--- src/rtl/operand_pair_serializer_pkg.sv ---
// Shared definitions for the operand serializer and the serial comparator.
// Latency: n/a (types and constants only).
// Backpressure: n/a.
package operand_pair_serializer_pkg;

    // Transfer sequencing states, shared with the serial comparator
    typedef enum logic [1:0] {
        ST_IDLE  = 2'd0,
        ST_SHIFT = 2'd1,
        ST_DONE  = 2'd2
    } ser_state_e;

    // Shift-order encoding carried on msb_first
    localparam logic ORDER_MSB_FIRST = 1'b1;
    localparam logic ORDER_LSB_FIRST = 1'b0;

    // Default operand width used by the comparator path
    localparam int DEFAULT_WIDTH = 32;

endpackage : operand_pair_serializer_pkg

--- src/rtl/operand_pair_serializer_piso.sv ---
// Parallel-in serial-out shift register with a direction latched at load time.
// Latency: ser_out reflects the bit after the one the parent presents first.
// Backpressure: none; shifts only when the parent asserts shift.
module piso_shift_reg
    import operand_pair_serializer_pkg::*;
#(
    parameter int WIDTH = DEFAULT_WIDTH
) (
    input  logic             clk,
    input  logic             rst,
    input  logic             load,
    input  logic             shift,
    input  logic             msb_first,
    input  logic [WIDTH-1:0] par_in,
    output logic             ser_out
);

    logic [WIDTH-1:0] data_q, data_d;
    logic             dir_q, dir_d;

    // Load stores the operand already advanced by one position, because the
    // parent registers the first bit itself on the load edge; ser_out then
    // always holds the pair that goes out on the next edge.
    always_comb begin
        data_d = data_q;
        dir_d  = dir_q;
        if (load) begin
            dir_d = msb_first;
            if (msb_first == ORDER_MSB_FIRST) begin
                data_d = {par_in[WIDTH-2:0], 1'b0};
            end else begin
                data_d = {1'b0, par_in[WIDTH-1:1]};
            end
        end else if (shift) begin
            if (dir_q == ORDER_MSB_FIRST) begin
                data_d = {data_q[WIDTH-2:0], 1'b0};
            end else begin
                data_d = {1'b0, data_q[WIDTH-1:1]};
            end
        end
    end

    // Operand and direction storage
    always_ff @(posedge clk or posedge rst) begin
        if (rst) begin
            data_q <= '0;
            dir_q  <= ORDER_LSB_FIRST;
        end else begin
            data_q <= data_d;
            dir_q  <= dir_d;
        end
    end

    assign ser_out = (dir_q == ORDER_MSB_FIRST) ? data_q[WIDTH-1] : data_q[0];

endmodule : piso_shift_reg

--- src/rtl/operand_pair_serializer.sv ---
// Latches two operands and streams them one bit pair per clock with first/last framing.
// Latency: first pair one cycle after load; done one cycle after the last pair.
// Backpressure: load accepted only while ready; abort cancels an active transfer.
module operand_pair_serializer
    import operand_pair_serializer_pkg::*;
#(
    parameter int WIDTH = DEFAULT_WIDTH
) (
    input  logic             clk,
    input  logic             rst,
    input  logic             load,
    input  logic             msb_first,
    input  logic             abort,
    input  logic [WIDTH-1:0] a,
    input  logic [WIDTH-1:0] b,
    output logic             ready,
    output logic             a_bit,
    output logic             b_bit,
    output logic             bit_valid,
    output logic             bit_first,
    output logic             bit_last,
    output logic             done
);

    localparam int CW = $clog2(WIDTH);
    localparam logic [CW-1:0] CNT_LAST     = CW'(WIDTH - 1);
    localparam logic [CW-1:0] CNT_PRE_LAST = CW'(WIDTH - 2);

    ser_state_e    state_q, state_d;
    logic [CW-1:0] cnt_q, cnt_d;
    logic          ready_q, ready_d;
    logic          a_bit_q, a_bit_d;
    logic          b_bit_q, b_bit_d;
    logic          bit_valid_q, bit_valid_d;
    logic          bit_first_q, bit_first_d;
    logic          bit_last_q, bit_last_d;
    logic          done_q, done_d;

    logic          sr_load;
    logic          sr_shift;
    logic          a_ser;
    logic          b_ser;

    piso_shift_reg #(.WIDTH(WIDTH)) u_sr_a (
        .clk       (clk),
        .rst       (rst),
        .load      (sr_load),
        .shift     (sr_shift),
        .msb_first (msb_first),
        .par_in    (a),
        .ser_out   (a_ser)
    );

    piso_shift_reg #(.WIDTH(WIDTH)) u_sr_b (
        .clk       (clk),
        .rst       (rst),
        .load      (sr_load),
        .shift     (sr_shift),
        .msb_first (msb_first),
        .par_in    (b),
        .ser_out   (b_ser)
    );

    // Next-state and next-output logic; every output is computed here and
    // registered below so nothing reaches the ports combinationally.
    always_comb begin
        state_d     = state_q;
        cnt_d       = cnt_q;
        ready_d     = 1'b0;
        a_bit_d     = 1'b0;
        b_bit_d     = 1'b0;
        bit_valid_d = 1'b0;
        bit_first_d = 1'b0;
        bit_last_d  = 1'b0;
        done_d      = 1'b0;
        sr_load     = 1'b0;
        sr_shift    = 1'b0;

        case (state_q)
            ST_IDLE: begin
                ready_d = 1'b1;
                // abort has priority over a simultaneous load
                if (load && !abort) begin
                    state_d     = ST_SHIFT;
                    cnt_d       = '0;
                    ready_d     = 1'b0;
                    sr_load     = 1'b1;
                    bit_valid_d = 1'b1;
                    bit_first_d = 1'b1;
                    bit_last_d  = (CNT_LAST == '0);
                    a_bit_d     = (msb_first == ORDER_MSB_FIRST) ? a[WIDTH-1] : a[0];
                    b_bit_d     = (msb_first == ORDER_MSB_FIRST) ? b[WIDTH-1] : b[0];
                end
            end

            ST_SHIFT: begin
                if (abort) begin
                    // Cancel silently: no last, no done, straight back to idle
                    state_d = ST_IDLE;
                    cnt_d   = '0;
                    ready_d = 1'b1;
                end else if (cnt_q == CNT_LAST) begin
                    state_d = ST_DONE;
                    cnt_d   = '0;
                    done_d  = 1'b1;
                end else begin
                    cnt_d       = cnt_q + CW'(1);
                    sr_shift    = 1'b1;
                    bit_valid_d = 1'b1;
                    bit_last_d  = (cnt_q == CNT_PRE_LAST);
                    a_bit_d     = a_ser;
                    b_bit_d     = b_ser;
                end
            end

            ST_DONE: begin
                // abort is ignored here; the done pulse is already committed
                state_d = ST_IDLE;
                ready_d = 1'b1;
            end

            default: begin
                state_d = ST_IDLE;
                cnt_d   = '0;
                ready_d = 1'b1;
            end
        endcase
    end

    // FSM state, bit counter and registered outputs
    always_ff @(posedge clk or posedge rst) begin
        if (rst) begin
            state_q     <= ST_IDLE;
            cnt_q       <= '0;
            ready_q     <= 1'b1;
            a_bit_q     <= 1'b0;
            b_bit_q     <= 1'b0;
            bit_valid_q <= 1'b0;
            bit_first_q <= 1'b0;
            bit_last_q  <= 1'b0;
            done_q      <= 1'b0;
        end else begin
            state_q     <= state_d;
            cnt_q       <= cnt_d;
            ready_q     <= ready_d;
            a_bit_q     <= a_bit_d;
            b_bit_q     <= b_bit_d;
            bit_valid_q <= bit_valid_d;
            bit_first_q <= bit_first_d;
            bit_last_q  <= bit_last_d;
            done_q      <= done_d;
        end
    end

    assign ready     = ready_q;
    assign a_bit     = a_bit_q;
    assign b_bit     = b_bit_q;
    assign bit_valid = bit_valid_q;
    assign bit_first = bit_first_q;
    assign bit_last  = bit_last_q;
    assign done      = done_q;

endmodule : operand_pair_serializer
--- config.mk ---
export PLATFORM = sky130hd
export DESIGN_NAME = operand_pair_serializer
export DESIGN_NICKNAME = d
export VERILOG_FILES = /design/src/rtl/operand_pair_serializer_pkg.sv /design/src/rtl/operand_pair_serializer_piso.sv /design/src/rtl/operand_pair_serializer.sv
export SDC_FILE = /design/constraint.sdc
export NUM_CORES = 1
export LEC_CHECK = 0
export CORE_MARGIN = 8
export CORE_UTILIZATION = 48
export DETAILED_ROUTE_END_ITERATION = 10
export PLACE_DENSITY_LB_ADDON = 0.05
export SYNTH_ARGS = -nofsm -noshare
export SYNTH_HDL_FRONTEND = slang
export SYNTH_SLANG_ARGS = --single-unit
--- constraint.sdc ---
create_clock -name clk -period 2.9 [get_ports clk]
set_input_delay 0.435 -clock clk [delete_from_list [all_inputs] [get_ports clk]]
set_output_delay 0.435 -clock clk [all_outputs]
set_load 0.05 [all_outputs]
==> impl_metrics.toml, run 1 <==
[run_status]
run_status = "complete, no violations"

[clock_network]
postCtsResizedCells = 0
cts.sinks = 79
cts_setup_buffers = 0
cts.root.buffer_cell = "sky130_fd_sc_hd__clkbuf_8"
clock_latency_of_the_later_clocked_register_in_the_worst_skew_pair_ns = 0.35
tritoncts_clock_tree = "yes"
path_clk_slew_ns = 0.08
numCtsBuffers = 9
cts-hold-fix-buffers = 0
cts.htree.levels = 3
clock_path_buffers = 2

[global_route]
via_count_of_the_first_global_routing_pass = 4270
grt-ovfl-total = 0
wire_length_of_the_first_global_routing_pass_um = 21800
combined_global_route_utilization_of_all_metal_layers_pct = 18.3
antenna_violations_before_repair = 0
grt_max_degree = 69

[sta]
worstMarginPinSlew_ns = 0.853
maxSlewViolCount = 0
slew_headroom_pct = 43.1
finalHoldViolCount = 0
achievable-frequency_mhz = 410
setup_viol_count_final = 0
timing.setup.tns_ns = 0
fin_worst_skew_ns = 0.00668
timing.final.crit_period_ns = 2.44
post-route-period-util_pct = 84.1
grt_setup_unrepaired = "no"
fin_worst_hold_slack_ns = 0.346

[worst_setup_path]
worstSetupStartpoint = "cnt_q[0]"
timing.critical_path.from_type = "register"
max_fo_critical_path = 48
endpoint_kind = "register"
r2r-start = "cnt_q[0]"
crit-reg2reg-capture = "u_sr_a.data_q[17]"
worst-endpoint-arrival_ns = 2.68
critical_path_class = "register to register"
timing.reg2reg.setup_slack_ns = 0.46
worst-endpoint-required_ns = 3.14
reg2regPathDepth = 7
worst_setup_path_endpoint = "u_sr_a.data_q[17]"

[synthesis]
ys_seq_area_share_pct = 39.1
post_synth_num_cell_types = 38
synth-warning-count = 0
synth_seq_cells = 79
synthesis.instances = 514
synth-edff-count = 0
mean_post_synth_cell_area_um2 = 9.83
async_flop_share_pct = 100
synthesis.area_mm2 = 0.00505
ys_dominant_reg_cell = "sky130_fd_sc_hd__dfrtp_1"
synth_fp_nets = 587

[placed_design]
gpl.final_weighted_congestion = 0.810
place_hpwl_um = 8510
port-buffer-count = 75

[cells_and_area]
nets = 632
area.sequential_mm2 = 0.00198
antenna_cells = 0
multi_input_area_mm2 = 0.00275
layout.cells.most_common = "sky130_fd_sc_hd__nor2b_1"
final_cell_mix = "sky130_fd_sc_hd__nor2b_1, sky130_fd_sc_hd__a211oi_1, sky130_fd_sc_hd__dfrtp_1, sky130_fd_sc_hd__clkdlybuf4s50_1, sky130_fd_sc_hd__mux2i_1"
areaGrowthSynthToFinish_pct = 19.1
fillers = 912
drive_above_1_share_pct = 9.24

[min_path]
hold_path_class = "input port to asynchronous set/reset pin"

[detailed_routing]
route.detailed.vias_per_inst = 5.99
ant_nets = 0
totalWireLength_um = 12700
via_count = 4189
drt_iter0_drc = 259
drc_errors = 0
detail_route.first_pass.iterations = 4
wl_per_cell_um = 18.1

[job]
cap_violations = 0

[floorplan]
ioPinCount = 76
die_h_um = 119
die_w_um = 119
die_area_mm2 = 0.0141
core_area_mm2 = 0.0103
effective_utilization_at_floorplan_pct = 49.2
placementRows = 37

[power]
leakage_nw = 2.37
ir_drop_v = 0.000275
cellPowerDensity_mw_per_mm2 = 629
[Yosys cell counts, types with 2 or more instances]
library cell / number / area (um2)
sky130_fd_sc_hd__a211oi_1: 78 / 586
sky130_fd_sc_hd__a21oi_1: 4 / 20.0
sky130_fd_sc_hd__a221oi_1: 11 / 96.3
sky130_fd_sc_hd__a221oi_2: 10 / 150
sky130_fd_sc_hd__and2_1: 2 / 12.5
sky130_fd_sc_hd__and3_1: 3 / 18.8
sky130_fd_sc_hd__buf_2: 5 / 25.0
sky130_fd_sc_hd__buf_4: 7 / 52.6
sky130_fd_sc_hd__buf_6: 9 / 101
sky130_fd_sc_hd__clkbuf_1: 36 / 135
sky130_fd_sc_hd__dfrtp_1: 78 / 1950
sky130_fd_sc_hd__ha_1: 4 / 50.1
sky130_fd_sc_hd__inv_1: 4 / 15.0
sky130_fd_sc_hd__mux2i_1: 50 / 500
sky130_fd_sc_hd__nand2_1: 4 / 15.0
sky130_fd_sc_hd__nand3_1: 39 / 195
sky130_fd_sc_hd__nand3b_1: 2 / 15.0
sky130_fd_sc_hd__nor2_1: 5 / 18.8
sky130_fd_sc_hd__nor2b_1: 81 / 507
sky130_fd_sc_hd__nor3_1: 21 / 105
sky130_fd_sc_hd__nor3b_1: 2 / 15.0
sky130_fd_sc_hd__o21ai_0: 3 / 15.0
sky130_fd_sc_hd__o22ai_1: 3 / 18.8
sky130_fd_sc_hd__o31ai_1: 39 / 293
[worst max-delay path: stages, from the launching register on]
cell,delay [ns]
sky130_fd_sc_hd__dfrtp_1,0.42
sky130_fd_sc_hd__ha_1,0.23
sky130_fd_sc_hd__and3_1,0.20
sky130_fd_sc_hd__ha_1,0.23
sky130_fd_sc_hd__nor4b_4,0.32
sky130_fd_sc_hd__buf_4,0.56
sky130_fd_sc_hd__nor3_1,0.11
sky130_fd_sc_hd__a221oi_1,0.26
[area by class of cell]
cell class,count,share of cell area (%)
Sequential cell,79,32.9
Clock inverter,3,0.291
Multi-Input combinational cell,372,45.6
Clock buffer,12,2.74
Inverter,5,0.395
Tap cell,136,2.83
Timing Repair Buffer,92,15.2
[registers in the layout, summed over array words and instances, names as in the netlist, 2 cells and up]
register       count
u_sr_b.data_q     32
u_sr_a.data_q     32
state_q            2
cnt_q              5
[metrics by stage]
stage	area [um2]	cells	total power [mW]	utilization, %	worst slack, ns
finish	6020	699	3.78	58.6	0.461
global route	6020	699	4.06	58.6	0.279
CTS	6020	699	3.81	58.6	0.441
detailed placement	5840	684	3.03	56.8	0.291
global placement	5840	684	2.99	56.8	0.346
floorplan	5050	514	2.67	-	0.443
[power breakdown]
part / leakage (nW) / total [mW] / switching (mW) / internal [mW]
clock network: 0.0942 / 0.773 / 0.399 / 0.374
registers: 0.969 / 1.77 / 0.324 / 1.44
logic: 1.30 / 1.25 / 0.596 / 0.649
total: 2.37 / 3.78 / 1.32 / 2.46
[worst min-delay path by stage]
stage | end | start | slack, ns | depth (start not counted)
2_1_floorplan | u_sr_a.data_q[30] | u_sr_a.data_q[30] | 0.48 | 2
3_3_place_gp | u_sr_a.data_q[25] | u_sr_a.data_q[25] | 0.51 | 2
3_5_place_dp | u_sr_a.data_q[4] | u_sr_a.data_q[4] | 0.51 | 2
4_1_cts | u_sr_a.data_q[18] | rst | 0.34 | 2
5_1_grt | u_sr_a.data_q[19] | rst | 0.36 | 2
6_report | u_sr_a.data_q[23] | rst | 0.35 | 2
[cells by family after synthesis]
| family | Yosys count | share of synthesized area, % |
|---|---|---|
| muxes | 51 | 10.1 |
| DFF | 79 | 39.1 |
| buffers and inverters | 63 | 6.76 |
| and+or+nand+nor | 164 | 18.8 |
| adders and majority gates | 4 | 0.990 |
| AOI/OAI and AO/OA | 153 | 24.2 |
[metal layers]
layer | wire (um) | global-route usage (%) | vias to the layer above | share of wire (%)
li1 | - | - | 2059 | -
met1 | 6080 | 25.1 | 2043 | 48
met2 | 6010 | 28.8 | 79 | 47
met3 | 450 | 3.57 | 8 | 3.6
met4 | 114 | 5.30 | 0 | 0.90
met5 | 0 | 0 | - | 0
No activity file was read; power rests on OpenSTA's default activity.
==> inputs of run 2 (changes only) <==
Clock period 2.9 ns to 2.1 ns, I/O delays scaled along.
==> impl_metrics.toml, run 2 (synthesis gave the netlist of run 1 again) <==
[sta]
slew_headroom_pct = 62.0
post-route-worst-setup-slack_ns = 0.0182
timing.final.crit_period_ns = 2.08
worstMarginPinSlew_ns = 0.569
setup_viol_count_final = 0
finalHoldViolCount = 0
post-route-period-util_pct = 99.1
fin_worst_skew_ns = 0.0102
achievable-frequency_mhz = 480
grt_setup_unrepaired = "yes"
fin_worst_hold_slack_ns = 0.360
maxSlewViolCount = 0

[detailed_routing]
ant_nets = 0
route.detailed.vias_per_inst = 6.04
detail_route.first_pass.iterations = 5
wl_per_cell_um = 19.0
via_count = 4398
drc_errors = 0
drt_iter0_drc = 363
totalWireLength_um = 13900

[cells_and_area]
areaGrowthSynthToFinish_pct = 30.8
nets = 660
fillers = 909
antenna_cells = 0
layout.cells.most_common = "sky130_fd_sc_hd__nor2b_1"
top_regs = "u_sr_a.data_q (32), u_sr_b.data_q (32), cnt_q (5)"
drive_above_1_share_pct = 16.9
final_cell_mix = "sky130_fd_sc_hd__nor2b_1, sky130_fd_sc_hd__a211oi_1, sky130_fd_sc_hd__dfrtp_1, sky130_fd_sc_hd__clkdlybuf4s50_1, sky130_fd_sc_hd__mux2i_1"

[worst_setup_path]
worst-endpoint-arrival_ns = 2.35
crit_path_cell_trace = "ha_2, and3_4, ha_4, nor4b_4, buf_6, nor2_4, clkbuf_16, o31ai_2"
timing.reg2reg.setup_slack_ns = 0.02
r2r-start = "cnt_q[1]"
crit-reg2reg-capture = "u_sr_b.data_q[20]"
critPathTopFamily = "simple AND/OR/NAND/NOR gates"
crit_slowest_cell = "sky130_fd_sc_hd__dfrtp_1"
timing.critical_path.from_type = "register"
reg2regPathDepth = 8
worst-endpoint-required_ns = 2.37
critPathMaxStageDelay_ns = 0.39
critical_path_class = "register to register"
critical_path_buf_inv_count = 2
max_fo_critical_path = 12
endpoint_kind = "register"

[floorplan]
ioPinCount = 76
effective_utilization_at_floorplan_pct = 49.2
core_area_mm2 = 0.0103
placementRows = 37
die_area_mm2 = 0.0141
die_w_um = 119
die_h_um = 119

[clock_network]
cts-hold-fix-buffers = 0
tritoncts_clock_tree = "yes"
cts.htree.levels = 3
clock_path_buffers = 2
cts.sinks = 79
clock_latency_of_the_later_clocked_register_in_the_worst_skew_pair_ns = 0.36
cts.root.buffer_cell = "sky130_fd_sc_hd__clkbuf_8"
path_clk_slew_ns = 0.08
numCtsBuffers = 9

[placed_design]
place_hpwl_um = 8850
worst_slack_at_placement_ns = -0.126
port-buffer-count = 75
gpl.final_weighted_congestion = 0.793

[power]
cellPowerDensity_mw_per_mm2 = 855
seqPwrFrac_pct = 43.1
leakage_nw = 2.61
swShare_pct = 35.3
total_switching_power_mw = 2.00
share_clk_of_total_power_pct = 20.3
p_int_mw = 3.66
ir_drop_v = 0.000365
power_frac_comb_pct = 36.6

[min_path]
whs_endpoint = "u_sr_a.dir_q"
hold_path_depth = 3
hold_path_class = "input port to register"
worst_min_path_start = "msb_first"

[global_route]
combined_global_route_utilization_of_all_metal_layers_pct = 18.4
antenna_violations_before_repair = 0
via_count_of_the_first_global_routing_pass = 4311
wire_length_of_the_first_global_routing_pass_um = 21700
grt_max_degree = 80
grt-ovfl-total = 0

[run_status]
run_status = "complete, no violations"

[job]
cap_violations = 0
-- run 2: what timing repair did --
item,in CTS,in global routing
pin swaps,1,3
setup endpoints to repair,54,56
cloned,0,6
buffers inserted,2,10
gates resized for setup,4,26
-- run 2: worst max-delay path by stage --
stage,startpoint,endpoint,slack (ns),cells past startpoint
5_1_grt,cnt_q[1],u_sr_b.data_q[19],-0.03,9
3_3_place_gp,load,u_sr_a.data_q[18],-0.09,5
3_5_place_dp,cnt_q[1],u_sr_b.data_q[22],-0.13,8
4_1_cts,cnt_q[1],u_sr_a.data_q[5],-0.01,8
2_1_floorplan,cnt_q[1],u_sr_b.data_q[13],0.02,8
6_report,cnt_q[1],u_sr_b.data_q[20],0.02,8
-- run 2: layer usage --
metal  routed length (um)  GRT usage [%]  vias to the layer above
met5                    0              0                        -
met3                  549           3.19                       16
met1                 6460           24.4                     2176
li1                     -              -                     2111
met2                 6650           29.4                       95
met4                  197           6.96                        0
-- run 2: metrics by stage --
stage                     power [mW]  cells  utilization [%]  instance area, um2  TNS [ns]
after floorplan                 3.69    514                -                5090         0
after global placement          4.21    694             58.7                6030    -0.139
after detailed placement        4.26    694             58.7                6030     -2.50
after CTS                       5.43    712             60.8                6250   -0.0354
after global routing            5.99    728             64.3                6610    -0.500
final                           5.65    728             64.3                6610         0
-- run 2: area by class of cell --
class                   count  area, um2  share of cell area, %
multi-input cells         373       2920                   44.2
flip-flops and latches     79       1980                   30.0
repair buffers            119       1320                   19.9
well taps                 136        170                   2.57
clock buffers              12        145                   2.20
clock inverters             4       45.0                  0.681
inverters                   5       27.5                  0.416
-- run 2: power by group through the flow --
stage / sequential, mW / combinational, mW / clock (mW)
after global placement: 2.43 / 1.78 / 0
after global routing: 2.49 / 2.26 / 1.24
after floorplan: 2.29 / 1.40 / 0
final: 2.43 / 2.07 / 1.15
after CTS: 2.42 / 1.85 / 1.16
after detailed placement: 2.44 / 1.83 / 0
-- run 2: worst reg2reg max path, cell delays in order, from the launching register on --
cell and delay [ns]:
sky130_fd_sc_hd__dfrtp_1 0.39, sky130_fd_sc_hd__ha_2 0.19, sky130_fd_sc_hd__and3_4 0.19, sky130_fd_sc_hd__ha_4 0.17
sky130_fd_sc_hd__nor4b_4 0.32, sky130_fd_sc_hd__buf_6 0.21, sky130_fd_sc_hd__nor2_4 0.10, sky130_fd_sc_hd__clkbuf_16 0.19
sky130_fd_sc_hd__o31ai_2 0.25
==> inputs of run 3 (changes only) <==
Settings changed: CAP_MARGIN set to 0, CELL_PAD_IN_SITES_DETAIL_PLACEMENT set to 0, CELL_PAD_IN_SITES_GLOBAL_PLACEMENT set to 1, CORE_UTILIZATION 48 to 38.
==> impl_metrics.toml, run 3 (synthesis gave the netlist of run 1 again) <==
[cells_and_area]
layout.cells.most_common = "sky130_fd_sc_hd__nor2b_1"
nets = 663
antenna_cells = 0
top_regs = "u_sr_a.data_q (32), u_sr_b.data_q (32), cnt_q (5)"
final_cell_mix = "sky130_fd_sc_hd__nor2b_1, sky130_fd_sc_hd__a211oi_1, sky130_fd_sc_hd__dfrtp_1, sky130_fd_sc_hd__clkdlybuf4s50_1, sky130_fd_sc_hd__mux2i_1"
drive_above_1_share_pct = 19.8
areaGrowthSynthToFinish_pct = 37.2
layoutNonFillerInstCount = 771
fillers = 1210

[floorplan]
die_area_mm2 = 0.0172
placementRows = 42
core_area_mm2 = 0.0131
die_w_um = 131
effective_utilization_at_floorplan_pct = 38.5
ioPinCount = 76
die_h_um = 131

[placed_design]
gpl.final_weighted_congestion = 0.755
numPlacedInstances = 738
place_hpwl_um = 9680
port-buffer-count = 75

[worst_setup_path]
worstSetupStartpoint = "cnt_q[1]"
max_fo_critical_path = 26
crit_slowest_cell = "sky130_fd_sc_hd__or4b_4"
critical_path_class = "register to register"
reg2regPathDepth = 7
worst-endpoint-arrival_ns = 2.29
timing.critical_path.from_type = "register"
critPathMaxStageDelay_ns = 0.56
endpoint_kind = "register"
worst-endpoint-required_ns = 2.31
crit_path_cell_trace = "ha_2, and3_4, ha_4, or4b_4, buf_12, nand3_1, o31ai_4"
r2r-start = "cnt_q[1]"

[detailed_routing]
wl_per_cell_um = 19.6
route.detailed.vias_per_inst = 5.67
drt_iter0_drc = 232
totalWireLength_um = 15100
drc_errors = 0
via_count = 4375
detail_route.first_pass.iterations = 4
ant_nets = 0

[sta]
setup_viol_count_final = 0
finalHoldViolCount = 0
maxSlewViolCount = 0
fin_worst_hold_slack_ns = 0.332
achievable-frequency_mhz = 482
fin_worst_skew_ns = 0.00856
grt_setup_unrepaired = "yes"
slew_headroom_pct = 60.4
timing.final.crit_period_ns = 2.08
worstMarginPinSlew_ns = 0.594
post-route-period-util_pct = 98.9

[clock_network]
cts.root.buffer_cell = "sky130_fd_sc_hd__clkbuf_16"
clock_latency_of_the_later_clocked_register_in_the_worst_skew_pair_ns = 0.34
tritoncts_clock_tree = "yes"
cts.sinks = 79
numCtsBuffers = 9
cts-hold-fix-buffers = 0
path_clk_slew_ns = 0.06
cts.htree.levels = 3
clock_path_buffers = 2

[power]
cellPowerDensity_mw_per_mm2 = 888
leakage_nw = 2.70
ir_drop_v = 0.000599

[global_route]
antenna_violations_before_repair = 0
via_count_of_the_first_global_routing_pass = 4417
wire_length_of_the_first_global_routing_pass_um = 23500
grt_max_degree = 52
combined_global_route_utilization_of_all_metal_layers_pct = 16.4
grt-ovfl-total = 0

[job]
cap_violations = 0

[run_status]
run_status = "complete, no violations"

[min_path]
hold_path_class = "input port to asynchronous set/reset pin"
==> run 3: cell types whose count changed in the layout (fill, tap and decap cells not counted), moves of 2 or more <==
cell	change
sky130_fd_sc_hd__o31ai_1	-15
sky130_fd_sc_hd__clkbuf_8	-9
sky130_fd_sc_hd__o31ai_4	+8
sky130_fd_sc_hd__clkbuf_16	+7
sky130_fd_sc_hd__o31ai_2	+7
sky130_fd_sc_hd__buf_12	+4
sky130_fd_sc_hd__a221oi_1	-2
sky130_fd_sc_hd__a221oi_2	+2
sky130_fd_sc_hd__buf_4	+2
sky130_fd_sc_hd__clkbuf_1	+2
==> run 3: path summary, 6_finish.rpt <==
kind | slack [ns] | endpoint
max in group asynchronous | 1.19 | u_sr_a.data_q[16]
worst max register to register | 0.02 | u_sr_b.data_q[20]
worst min-delay path | 0.33 | u_sr_b.data_q[28]
worst min register to register | 0.54 | u_sr_a.data_q[23]
worst max-delay path | 0.02 | u_sr_b.data_q[20]
min in group clk | 0.39 | u_sr_a.dir_q
==> run 3: critical path, delay by kind of cell (launching register included) <==
kind	cells	cell delay, ns
simple gates	3	0.90
flops	1	0.39
fa+ha+maj	2	0.36
buf+inv	1	0.19
compound gates	1	0.08
==> run 3: where the power goes <==
group,switching [mW],leakage [nW],internal (mW),total [mW]
sequential,0.452,0.969,1.99,2.45
clock,0.618,0.131,0.831,1.45
combinational,1.09,1.60,1.17,2.26
total,2.16,2.70,4.00,6.16
==> run 3: stage by stage <==
| step | util [%] | setup WS [ns] | power, mW | TNS [ns] | cell area (um2) |
|---|---|---|---|---|---|
| detailed placement | 47.0 | -0.0616 | 4.31 | -0.899 | 6170 |
| global route | 52.8 | -0.0468 | 6.55 | -0.864 | 6930 |
| CTS | 49.2 | 0.00330 | 5.81 | 0 | 6470 |
| finish | 52.8 | 0.0240 | 6.16 | 0 | 6930 |
| global placement | 47.0 | -0.0173 | 4.26 | -0.0284 | 6170 |
| floorplan | - | 0.0183 | 3.69 | 0 | 5090 |
==> run 3: cell type report <==
type	count	area, um2	area share, %
Multi-Input combinational cell	372	3080	44.4
Clock inverter	2	10.0	0.144
Timing Repair Buffer	123	1360	19.7
Sequential cell	79	1980	28.6
Clock buffer	14	254	3.66
Tap cell	176	220	3.18
Inverter	5	27.5	0.397
==> run 3: routing by layer <==
| metal | part of all wire [%] | GRT usage [%] |
|---|---|---|
| met1 | 48 | 22.3 |
| met2 | 46 | 25.3 |
| met3 | 4.1 | 4.34 |
| met4 | 0.97 | 4.21 |
| met5 | 0 | 0 |
==> run 3: repair_timing <==
| action | CTS | global route |
|---|---|---|
| hold endpoints to repair | 0 | 0 |
| setup buffers | 3 | 9 |
| resized for setup | 2 | 52 |
| pin swaps | 1 | 10 |
| endpoints found under the setup margin | 35 | 47 |
| gates cloned | 0 | 5 |
